===== config.mk =====
export PLATFORM = sky130hd
export DESIGN_NAME = pwm_capture
export DESIGN_NICKNAME = d
export VERILOG_FILES = /design/src/rtl/pwm_capture.sv
export SDC_FILE = /design/constraint.sdc
export NUM_CORES = 1
export LEC_CHECK = 0
export CAP_MARGIN = 5
export CELL_PAD_IN_SITES_DETAIL_PLACEMENT = 0
export CELL_PAD_IN_SITES_GLOBAL_PLACEMENT = 1
export CORE_MARGIN = 1
export CORE_UTILIZATION = 38
export CTS_CLUSTER_SIZE = 28
export DETAILED_ROUTE_END_ITERATION = 6
export HOLD_SLACK_MARGIN = 0.08
export PLACE_DENSITY = 0.81
export SETUP_SLACK_MARGIN = 0.3
export SLEW_MARGIN = 20
export SYNTH_ARGS = -nofsm -noshare
export SYNTH_HDL_FRONTEND = slang
export SYNTH_SLANG_ARGS = --single-unit

===== constraint.sdc =====
create_clock -name clk -period 2.2 [get_ports clk]
set_clock_uncertainty 0.15 [all_clocks]
set_input_delay 0.33 -clock clk [delete_from_list [all_inputs] [get_ports clk]]
set_output_delay 0.33 -clock clk [all_outputs]
set_load 0.02 [all_outputs]

===== src/rtl/pwm_capture.sv =====
// pwm_capture: recovers W-bit PCM samples from a PWM pin by timing the high phase of each 2^W-clock period.
// Optional `PWM_CAPTURE_GLITCH_FILTER_EN inserts a registered 3-tap majority filter ahead of the edge detector.
module pwm_capture #(
    parameter int W = 8
) (
    input  logic         clk,
    input  logic         rst_n,
    input  logic         pwm_in,
    output logic [W-1:0] sample,
    output logic         sample_vld,
    input  logic         sample_rdy,
    output logic         locked,
    output logic         err_phase,
    output logic         err_overrun,
    input  logic         clr_err
);

    localparam logic [1:0]   ST_SEARCH  = 2'd0;
    localparam logic [1:0]   ST_ACQUIRE = 2'd1;
    localparam logic [1:0]   ST_LOCKED  = 2'd2;
    localparam logic [W-1:0] PH_LAST    = {W{1'b1}};
    localparam logic [W:0]   HC_MAX     = {1'b0, {W{1'b1}}};
    localparam logic [W:0]   HC_ONE     = {{W{1'b0}}, 1'b1};

    function automatic logic [W-1:0] sat_sample(input logic [W:0] v);
        return (v > HC_MAX) ? {W{1'b1}} : v[W-1:0];
    endfunction

    logic [1:0]   sync_q;
    logic         p;
    logic         pf;
    logic         pf_prev_q;
    logic         rise;
    logic [1:0]   state_q, state_d;
    logic [W-1:0] ph_q, ph_d;
    logic [W:0]   hc_q, hc_d;
    logic [W:0]   hc_inc;
    logic [W-1:0] sample_q, sample_d;
    logic         vld_q, vld_d;
    logic         errp_q, errp_d;
    logic         erro_q, erro_d;
    logic         load;
    logic         phase_ev;
    logic         ovr_ev;

    assign p = sync_q[1];

`ifdef PWM_CAPTURE_GLITCH_FILTER_EN
    function automatic logic maj3(input logic a, input logic b, input logic c);
        return (a & b) | (a & c) | (b & c);
    endfunction

    logic p_d1_q, p_d2_q, filt_q;

    always_ff @(posedge clk) begin
        if (!rst_n) begin
            p_d1_q <= 1'b0;
            p_d2_q <= 1'b0;
            filt_q <= 1'b0;
        end else begin
            p_d1_q <= p;
            p_d2_q <= p_d1_q;
            filt_q <= maj3(p, p_d1_q, p_d2_q);
        end
    end

    assign pf = filt_q;
`else
    assign pf = p;
`endif

    assign rise   = pf & ~pf_prev_q;
    assign hc_inc = hc_q + {{W{1'b0}}, pf};

    // Phase tracking: lock only when an edge lands exactly where ph wraps to 0.
    always_comb begin
        state_d  = state_q;
        ph_d     = ph_q;
        hc_d     = hc_q;
        load     = 1'b0;
        phase_ev = 1'b0;
        case (state_q)
            ST_SEARCH: begin
                ph_d = '0;
                hc_d = '0;
                if (rise) begin
                    ph_d    = {{(W-1){1'b0}}, 1'b1};
                    hc_d    = HC_ONE;
                    state_d = ST_ACQUIRE;
                end
            end
            ST_ACQUIRE: begin
                ph_d = ph_q + 1'b1;
                if (rise) begin
                    hc_d = HC_ONE;
                    if (ph_q == '0) begin
                        state_d = ST_LOCKED;
                    end else begin
                        ph_d = {{(W-1){1'b0}}, 1'b1};
                    end
                end
            end
            ST_LOCKED: begin
                ph_d = ph_q + 1'b1;
                hc_d = hc_inc;
                if (rise && (ph_q != '0)) begin
                    phase_ev = 1'b1;
                    state_d  = ST_ACQUIRE;
                    ph_d     = {{(W-1){1'b0}}, 1'b1};
                    hc_d     = HC_ONE;
                end else if (ph_q == PH_LAST) begin
                    load = 1'b1;
                    hc_d = '0;
                end
            end
            default: begin
                state_d = ST_SEARCH;
                ph_d    = '0;
                hc_d    = '0;
            end
        endcase
    end

    // Holding register: a load always wins over a same-cycle accept.
    always_comb begin
        sample_d = load ? sat_sample(hc_inc) : sample_q;
        ovr_ev   = load && vld_q && !sample_rdy;
        if (load) begin
            vld_d = 1'b1;
        end else if (vld_q && sample_rdy) begin
            vld_d = 1'b0;
        end else begin
            vld_d = vld_q;
        end
        errp_d = phase_ev | (errp_q & ~clr_err);
        erro_d = ovr_ev   | (erro_q & ~clr_err);
    end

    always_ff @(posedge clk) begin
        if (!rst_n) begin
            sync_q    <= '0;
            pf_prev_q <= 1'b0;
            state_q   <= ST_SEARCH;
            ph_q      <= '0;
            hc_q      <= '0;
            sample_q  <= '0;
            vld_q     <= 1'b0;
            errp_q    <= 1'b0;
            erro_q    <= 1'b0;
        end else begin
            sync_q    <= {sync_q[0], pwm_in};
            pf_prev_q <= pf;
            state_q   <= state_d;
            ph_q      <= ph_d;
            hc_q      <= hc_d;
            sample_q  <= sample_d;
            vld_q     <= vld_d;
            errp_q    <= errp_d;
            erro_q    <= erro_d;
        end
    end

    assign sample      = sample_q;
    assign sample_vld  = vld_q;
    assign locked      = (state_q == ST_LOCKED);
    assign err_phase   = errp_q;
    assign err_overrun = erro_q;

endmodule


* After elaboration in Yosys (flattened, before gate mapping)
Cells that the tools add are included.
** Word-level totals
- Logic and storage cells :: 59
- Register bits after elaboration :: 33
- Output and inout port bits :: 12
- Input bits :: 5
** Operators by class
- Muxes and demuxes :: 23
- Bitwise logic cells :: 7
- Equality and inequality tests :: 7
- Reductions and logical operators :: 10
- Add/sub/neg operators :: 2
- Magnitude comparators :: 1
** Operators with widths (number)
- 2-to-1 mux 8 bit :: 4
- 2-to-1 mux 9 bit :: 3
- one-hot mux 9 bit (3 select lines) :: 1
- one-hot mux 8 bit (3 select lines) :: 1
- adder 9 x 1 -> 9 bit :: 1
- greater-than comparator 9 x 8 -> 1 bit (second input constant) :: 1
- 2-to-1 mux 1 bit :: 9
- adder 8 x 1 -> 8 bit (second input constant) :: 1
- equality test 8 bit (second input constant) :: 1
- logical NOT 8 bit :: 1
- 2-to-1 mux 2 bit :: 4
- nonzero test 8 bit :: 1
- != test 2 bit (second input constant) :: 3
- one-hot mux 2 bit (3 select lines) :: 1
- logical AND 1 bit :: 4
- AND reduction 4 bit :: 1
- AND 1 bit :: 3
- equality test 2 x 1 -> 1 bit (second input constant) :: 1
- equality test 2 bit (second input constant) :: 1
- logical NOT 2 bit :: 1
- != test 2 x 1 -> 1 bit (second input constant) :: 1
- inverter 1 bit :: 2
- bitwise OR 1 bit :: 2
- nonzero test 2 bit :: 1
- logical NOT 1 bit :: 1

* Depth between registers and ports, before layout
Gate-level depths: netlist of the first run.
- Depth in word-level cells :: 8
- Mapped depth :: 8
- Mapped depth without buffers :: 6

* Least setup slack after synthesis of the first run
No wires, ideal clock.
- Kind :: register to register
- Start :: register ph_q[0]
- End :: register sample_q[0] (netlist: sample[0])
- Data arrival time :: 1970 ps
- Setup time :: 119 ps
- Cell stages (with the launch flop) :: 8
- Clock period less this slack :: 2239 ps
- Required time :: 1931 ps
- Slack :: -39 ps
- Path buffers :: 1
- Cells stage by stage :: dfxtp_1 inv_1 ha_1 or4b_4 o41ai_2 or4b_1 buf_2 o221a_1
** On the way
- Word-level cells in the longest chain between the ends :: 4
- Elaborated cells on any way between the ends :: 6
- Classes of those cells :: eq/ne (1); mux (3); reduce/logical (2)
** Ends and longest elaborated chain
- start: declaration :: line 35 : logic [W-1:0] ph_q, ph_d;
- start signal: assignment :: line 154 : ph_q <= ph_d;
- equality test 8 bit or nonzero test 8 bit (tied branches) :: line 111, 106
- 2-to-1 mux 1 bit or logical AND 1 bit (tied branches) :: line 111, 106
- 2-to-1 mux 1 bit (*) :: line 106 : if (rise && (ph_q != '0)) begin
- 2-to-1 mux 1 bit (*) :: line 82 : case (state_q)
- end signal: assignment :: line 156 : sample_q <= sample_d;
- end: declaration :: line 38 : logic [W-1:0] sample_q, sample_d;
Every way passes the cells marked *; elsewhere a longest branch is shown, timed or not.
A chain may end at the register's enable or synchronous reset.

* Final worst setup path of the first run
Ends and elaborated chain as after synthesis.

==> impl_metrics.ini, run 1 <==
[grt]
grt_pass1_vias = 1319
grt_pass1_wl_um = 6270
antenna_found_initial = 0
gr-total-overflow = 0
track_usage = 0.191
grt_max_degree = 20

[run_status]
status = complete, but fails checks
violations = negative setup slack

[sta]
fmaxAchievable_ghz = 0.435
worst_pin_slew_ps = 734
layout_worst_path_cycle_share = 1.04
rsz0062_at_grt = yes
period_needed_ps = 2300
slew_violations = 0
hold_viol = 0
setup_ws_ps = -98.4
relSlewSlack = 0.510
holdWs_ps = 300
setup_viol = 7

[final_layout]
fin_area_sq_mm = 0.00224
drive_above_1_share = 0.288
fill_cells = 342
area_growth_pct = 41.2
diodes = 0
stdcell_count = 276
nNetsFinal = 235

[worst_setup_path]
start_kind = flip-flop
critPathLaunch = ph_q[0]
critPathKind = reg -> reg
crit_required_ps = 2230
reg2regPathDepth = 6
cp-end-kind = flip-flop
r2r-start = ph_q[0]
critPathMaxFanout = 7
critPathArrivalTime_ps = 2320

[clock_tree]
clockBufferDepth = 2
cts_root_buf = clkbuf_8
htree_levels = 2
cts_sinks = 33
clk_latency_ps = 290
clk_pin_slew_worst_paths_ps = 70
cts_made_buffers = 5
holdBufCountCts = 0
cts_tree = done

[floorplan]
rows = 23
initial_core_util = 0.397
die_h_um = 66.6
die_area_sq_mm = 0.00444
io_pins = 17
die_width_um = 66.6
core_sq_mm = 0.00400

[synth]
synth_top_area_cell = dfxtp_1
synthesis.nets = 187
postSynthCellCount = 177
seq_area_frac_synth = 0.416
ys_ff_latch = 33
synth_area_leaders = dfxtp_1 (42%), o221a_1 (5.7%), ha_1 (3.9%)
post_synth_num_cell_types = 41
synth_top_area_frac = 0.416
syn_area_sq_mm = 0.00159
synth_area_per_cell_sq_um = 8.96
ys_warn_count = 0

[routing]
highest_layer = met4
drt-met1-wl_um = 1820
ant_nets = 0
drtIter0Drc = 86
wl_um = 4140
vias_per_cell = 5.45
wl_per_cell_um = 15.0
vias = 1503
first_pass_iters = 4
met2_wirelength_um = 2100
route.met3.wl_um = 155
drc = 0

[hold_path]
hold_depth = 1
hp-class = reg -> reg
hold_path_startpoint = sync_q[0]

[pwr]
max-vdd-ir-drop_v = 0.000357
powerDensity_mw_per_mm2 = 501
p_leak_uw = 0.000885

[job]
drv_cap = 0

[place]
globalplace.congestion = 0.824
place_area_sq_mm = 0.00194
io_buffers = 16
hpwl_um = 2770
dp_slack_ps = -158
placedCellCount = 255
-- worst paths after layout --
| kind | end | slack, ps |
|---|---|---|
| worst min register to register | sync_q[1] | 300 |
| worst max-delay path | sample[0] | -100 |
| worst min-delay path | sync_q[1] | 300 |
| worst max register to register | sample[0] | -100 |
-- state kept, by name, summed over array words and instances (netlist names) --
signal / cells
pf_prev_q: 1
ph_q: 8
sample_vld: 1
state_q: 2
sample: 8
err_overrun: 1
sync_q: 2
err_phase: 1
hc_q: 9
-- per-stage QoR --
step | TNS (ps) | total power (uW) | utilization
2_1_floorplan | -221 | 651 | -
3_3_place_gp | -742 | 676 | 0.484
3_5_place_dp | -1000 | 677 | 0.484
4_1_cts | -458 | 1120 | 0.509
5_1_grt | -1710 | 1170 | 0.560
6_report | -579 | 1120 | 0.560
-- what timing repair did --
action / in CTS / in global routing
setup buffers: 0 / 12
gates cloned: 0 / 1
setup endpoints to repair: 30 / 29
hold endpoints to repair: 0 / 0
resized for setup: 4 / 27
pin swaps: 0 / 18
-- placed cells by master (no fill, tap or decap), drive strengths merged, types with 2 or more instances in the layout --
cell and count:
a21oi 9, and2 7, and3 3, and4 2
buf 34, clkbuf 8, clkdlybuf4s50 15, dfxtp 33
ha 5, inv 6, nand2 14, nand2b 2
nand3 10, nand4 5, nor2 11, nor2b 4
nor3 4, nor3b 2, o211ai 5, o21a 6
o21ai 3, o221a 8, or2 5, or4b 2
xor2 6
-- power breakdown --
| part | switching, uW | total [uW] | internal, uW | leakage [uW] |
|---|---|---|---|---|
| sequential | 2.62 | 605 | 603 | 0.000267 |
| combinational | 37.7 | 73.1 | 35.4 | 0.000578 |
| clock | 219 | 444 | 225 | 0.0000395 |
-- layout make-up --
cell class              count  area [sq um]  area share
flip-flops and latches     33           663       0.296
clock buffers               8          80.1      0.0358
multi-input cells         128           951       0.425
repair buffers             50           457       0.204
inverters                   7          26.3      0.0117
well taps                  50          62.6      0.0279
-- synth_stat cells --
| master | number |
|---|---|
| a311oi_1 | 1 |
| inv_1 | 6 |
| a221oi_1 | 1 |
| nor4bb_1 | 1 |
| and2_1 | 6 |
| nand2b_1 | 2 |
| o31ai_1 | 1 |
| a32oi_1 | 1 |
| and4_1 | 2 |
| nor4_1 | 1 |
| and3b_1 | 1 |
| xor2_1 | 6 |
| or2_2 | 5 |
| buf_2 | 4 |
| a21boi_0 | 1 |
| o21a_1 | 6 |
| or4b_4 | 1 |
| nor3_1 | 4 |
| o211ai_1 | 5 |
| a221o_1 | 1 |
| nor2b_1 | 4 |
| or4b_1 | 1 |
| nand4_1 | 5 |
| a2bb2oi_1 | 1 |
| ha_1 | 5 |
| o31a_1 | 1 |
| a21o_1 | 1 |
| clkbuf_1 | 6 |
| nor3b_1 | 2 |
| o41ai_2 | 1 |
| nand3_1 | 10 |
| and3_1 | 3 |
| a31oi_1 | 1 |
| o221a_1 | 8 |
| clkinv_1 | 1 |
| nand2_1 | 14 |
| a21oi_1 | 9 |
| dfxtp_1 | 33 |
| xnor2_1 | 1 |
| nor2_1 | 11 |
| o21ai_0 | 3 |
-- critical path, stage by stage (launching register included) --
cell and delay [ps]:
dfxtp_2 320, inv_2 40, ha_2 140, or4b_4 470, o41ai_4 260, or4b_4 560
o221a_1 250
-- kinds of logic (layout without fill, tap and decap cells) --
family                     Yosys count  after routing  share of synthesized area
buffers and inverters               17             65                     0.0434
xor gates and xnor gates             7              7                     0.0386
DFF                                 33             33                      0.416
and+or+nand+nor                     73             74                      0.253
adders and majority gates            5              5                     0.0394
AOI/OAI and AO/OA                   42             42                      0.209
-- metal layers --
metal	global-route usage	vias to the layer above
met3	0.0514	6
li1	-	740
met4	0.0771	0
met5	0	-
met1	0.234	720
met2	0.313	37
No activity file was read; power rests on OpenSTA's default activity.
==> run 2: changes to the inputs <==
ABC_AREA = 1   (was unset)
CORE_UTILIZATION = 36   (was 38)
==> run 2 against run 1 <==
Against the previous run: global-route usage fell by 3.7 points; largest power group unchanged; critical path depth rose by 4; the flow now finishes without violations; synthesized cell count rose by 37%; sequential share of layout area rose by 2.9 points; critical endpoint is now sample[3]; flip-flop and latch count did not move; clock-buffer cell count fell by 1; die area rose by 13%; synthesized area rose by 7.6%.
==> impl_metrics.ini, run 2 <==
[worst_setup_path]
rr_endpoint = sample[3]
endpoint = sample[3]
critPathKind = reg -> reg
crit_top_cell = nand2_2
reg2regPathDepth = 10
critPathArrivalTime_ps = 1760
crit_required_ps = 2230
r2r-start = hc_q[0]
cp-end-kind = flip-flop
crit_path_top_delay_cell = dfxtp_1
r2r_slack_ps = 470
slowest_delay_ps = 350
crit_chain = ha_1, ha_2, nand2_2, nor2_4, nand2_1, nand2_2, nand2_2, or2_0, nor2_1, nor2_1
critPathLaunch = hc_q[0]
start_kind = flip-flop
critPathMaxFanout = 4

[sta]
period_needed_ps = 1730
layout_worst_path_cycle_share = 0.786
setup_viol = 0
fmaxAchievable_ghz = 0.579
hold_viol = 0
fin_setup_tns_ps = 0
relSlewSlack = 0.617
slew_violations = 0
worst_pin_slew_ps = 571
rsz0062_at_grt = no
holdWs_ps = 262

[floorplan]
io_pins = 17
die_area_sq_mm = 0.00502
die_h_um = 70.9
core_sq_mm = 0.00444
initial_core_util = 0.384
die_width_um = 70.9
rows = 24

[synth]
postSynthCellCount = 243
netlist_top_cells_count = nand2_1 (55), inv_1 (37), nor2_1 (34)
ys.flop_type = dfxtp_1
ys_ff_latch = 33
async_flop_share = 0
synth_top_area_cell = dfxtp_1
post_synth_num_cell_types = 31
yosysMostFrequentCell = nand2_1
synth_top_area_frac = 0.387
synth_edf_count = 0
synthesis.nets = 253
synth_area_per_cell_sq_um = 7.02
ys_warn_count = 0
seq_area_frac_synth = 0.387
synth_area_leaders = dfxtp_1 (39%), nand2_1 (12%), inv_1 (8.1%)
syn_area_sq_mm = 0.00171

[final_layout]
largest_reg_flops = 9
area_growth_pct = 19.3
final_common_cell = nand2_1
nNetsFinal = 273
diodes = 0
stdcell_count = 316
finish.utilization = 0.458
layout_common_cells = nand2_1 (55), inv_1 (36), nor2_1 (34)
regMostFlops = hc_q
drive_above_1_share = 0.117

[hold_path]
hp-class = reg -> reg

[routing]
first_pass_iters = 6
wl_um = 3410
vias_per_cell = 4.63
drtIter0Drc = 82
drc = 0
wl_per_cell_um = 10.8
vias = 1464
ant_nets = 0

[clock_tree]
holdBufCountCts = 0
cts_sinks = 33
clockBufferDepth = 2
clk_pin_slew_worst_paths_ps = 70
cts_tree = done
cts_root_buf = clkbuf_8
htree_levels = 2
clk_latency_ps = 280
cts_made_buffers = 5

[run_status]
status = complete, no violations

[place]
placedCellCount = 308
globalplace.congestion = 0.820
hpwl_um = 2390
io_buffers = 16

[pwr]
max-vdd-ir-drop_v = 0.000452
powerDensity_mw_per_mm2 = 614
p_leak_uw = 0.000878
total_power_uw = 1250

[grt]
grt_pass1_vias = 1380
track_usage = 0.154
gr-total-overflow = 0
antenna_found_initial = 0
grt_max_degree = 18
grt_pass1_wl_um = 6090

[job]
drv_cap = 0
==> run 2: cell types whose count changed after synthesis, sizes merged, moves of 6 or more <==
cell / change
and2: -6
o21a: -6
inv: +34
a21oi: +7
nand2: +48
nor2: +28
o221a: -8
==> run 2: area by class of cell <==
class | instances | area, sq um
fill | 467 | 2410
multi-input combinational | 164 | 860
sequential | 33 | 662
timing repair buffer | 18 | 174
inverter | 41 | 159
clock buffer | 7 | 86.3
tap | 52 | 65.1
clock inverter | 1 | 30.0
==> run 2: what timing repair did <==
| item | in CTS | in global routing |
|---|---|---|
| endpoints found under the setup margin | 1 | 6 |
| resized for setup | 1 | 4 |
| pin swaps | 0 | 1 |
| setup buffers | 0 | 0 |
==> run 2: worst min-delay path by stage <==
stage               slack [ps]  cells past startpoint         to  startpoint
finish                     260                      2  sync_q[1]   sync_q[0]
global route               310                      2  sync_q[1]   sync_q[0]
CTS                        270                      2  sync_q[1]   sync_q[0]
detailed placement         250                      2  sync_q[1]   sync_q[0]
global placement           250                      2  sync_q[1]   sync_q[0]
floorplan                  240                      2  sync_q[1]   sync_q[0]
==> run 2: metrics by stage <==
stage,cell area [sq um],worst slack (ps)
3_3_place_gp,1910,392
6_report,2040,472
5_1_grt,2040,292
3_5_place_dp,1910,376
2_1_floorplan,1710,526
4_1_cts,2030,358
==> run 2: power by group <==
part / switching, uW / total, uW / internal (uW)
sequential: 5.04 / 608 / 603
combinational: 31.1 / 49.3 / 18.1
clock: 224 / 593 / 369
==> run 2: metal layers <==
layer / GRT usage / vias up / share of wire
li1: - / 799 / -
met1: 0.202 / 637 / 0.51
met2: 0.241 / 22 / 0.45
met3: 0.0342 / 6 / 0.028
met4: 0.0733 / 0 / 0.016
met5: 0 / - / 0
==> run 2: kinds of logic after synthesis <==
group           count (synthesis)  synth area share
simple gates                  130             0.361
buf+inv                        46             0.114
flops                          33             0.387
compound gates                 24            0.0755
xor+xnor                        5            0.0257
fa+ha+maj                       5            0.0367
==> run 2: worst max-delay path: cells and delay by family (launching register included) <==
| family | cells | cell delay, ps |
|---|---|---|
| AND/OR/NAND/NOR | 8 | 770 |
| flip-flops | 1 | 350 |
| adder cells (fa/ha/maj) | 2 | 350 |
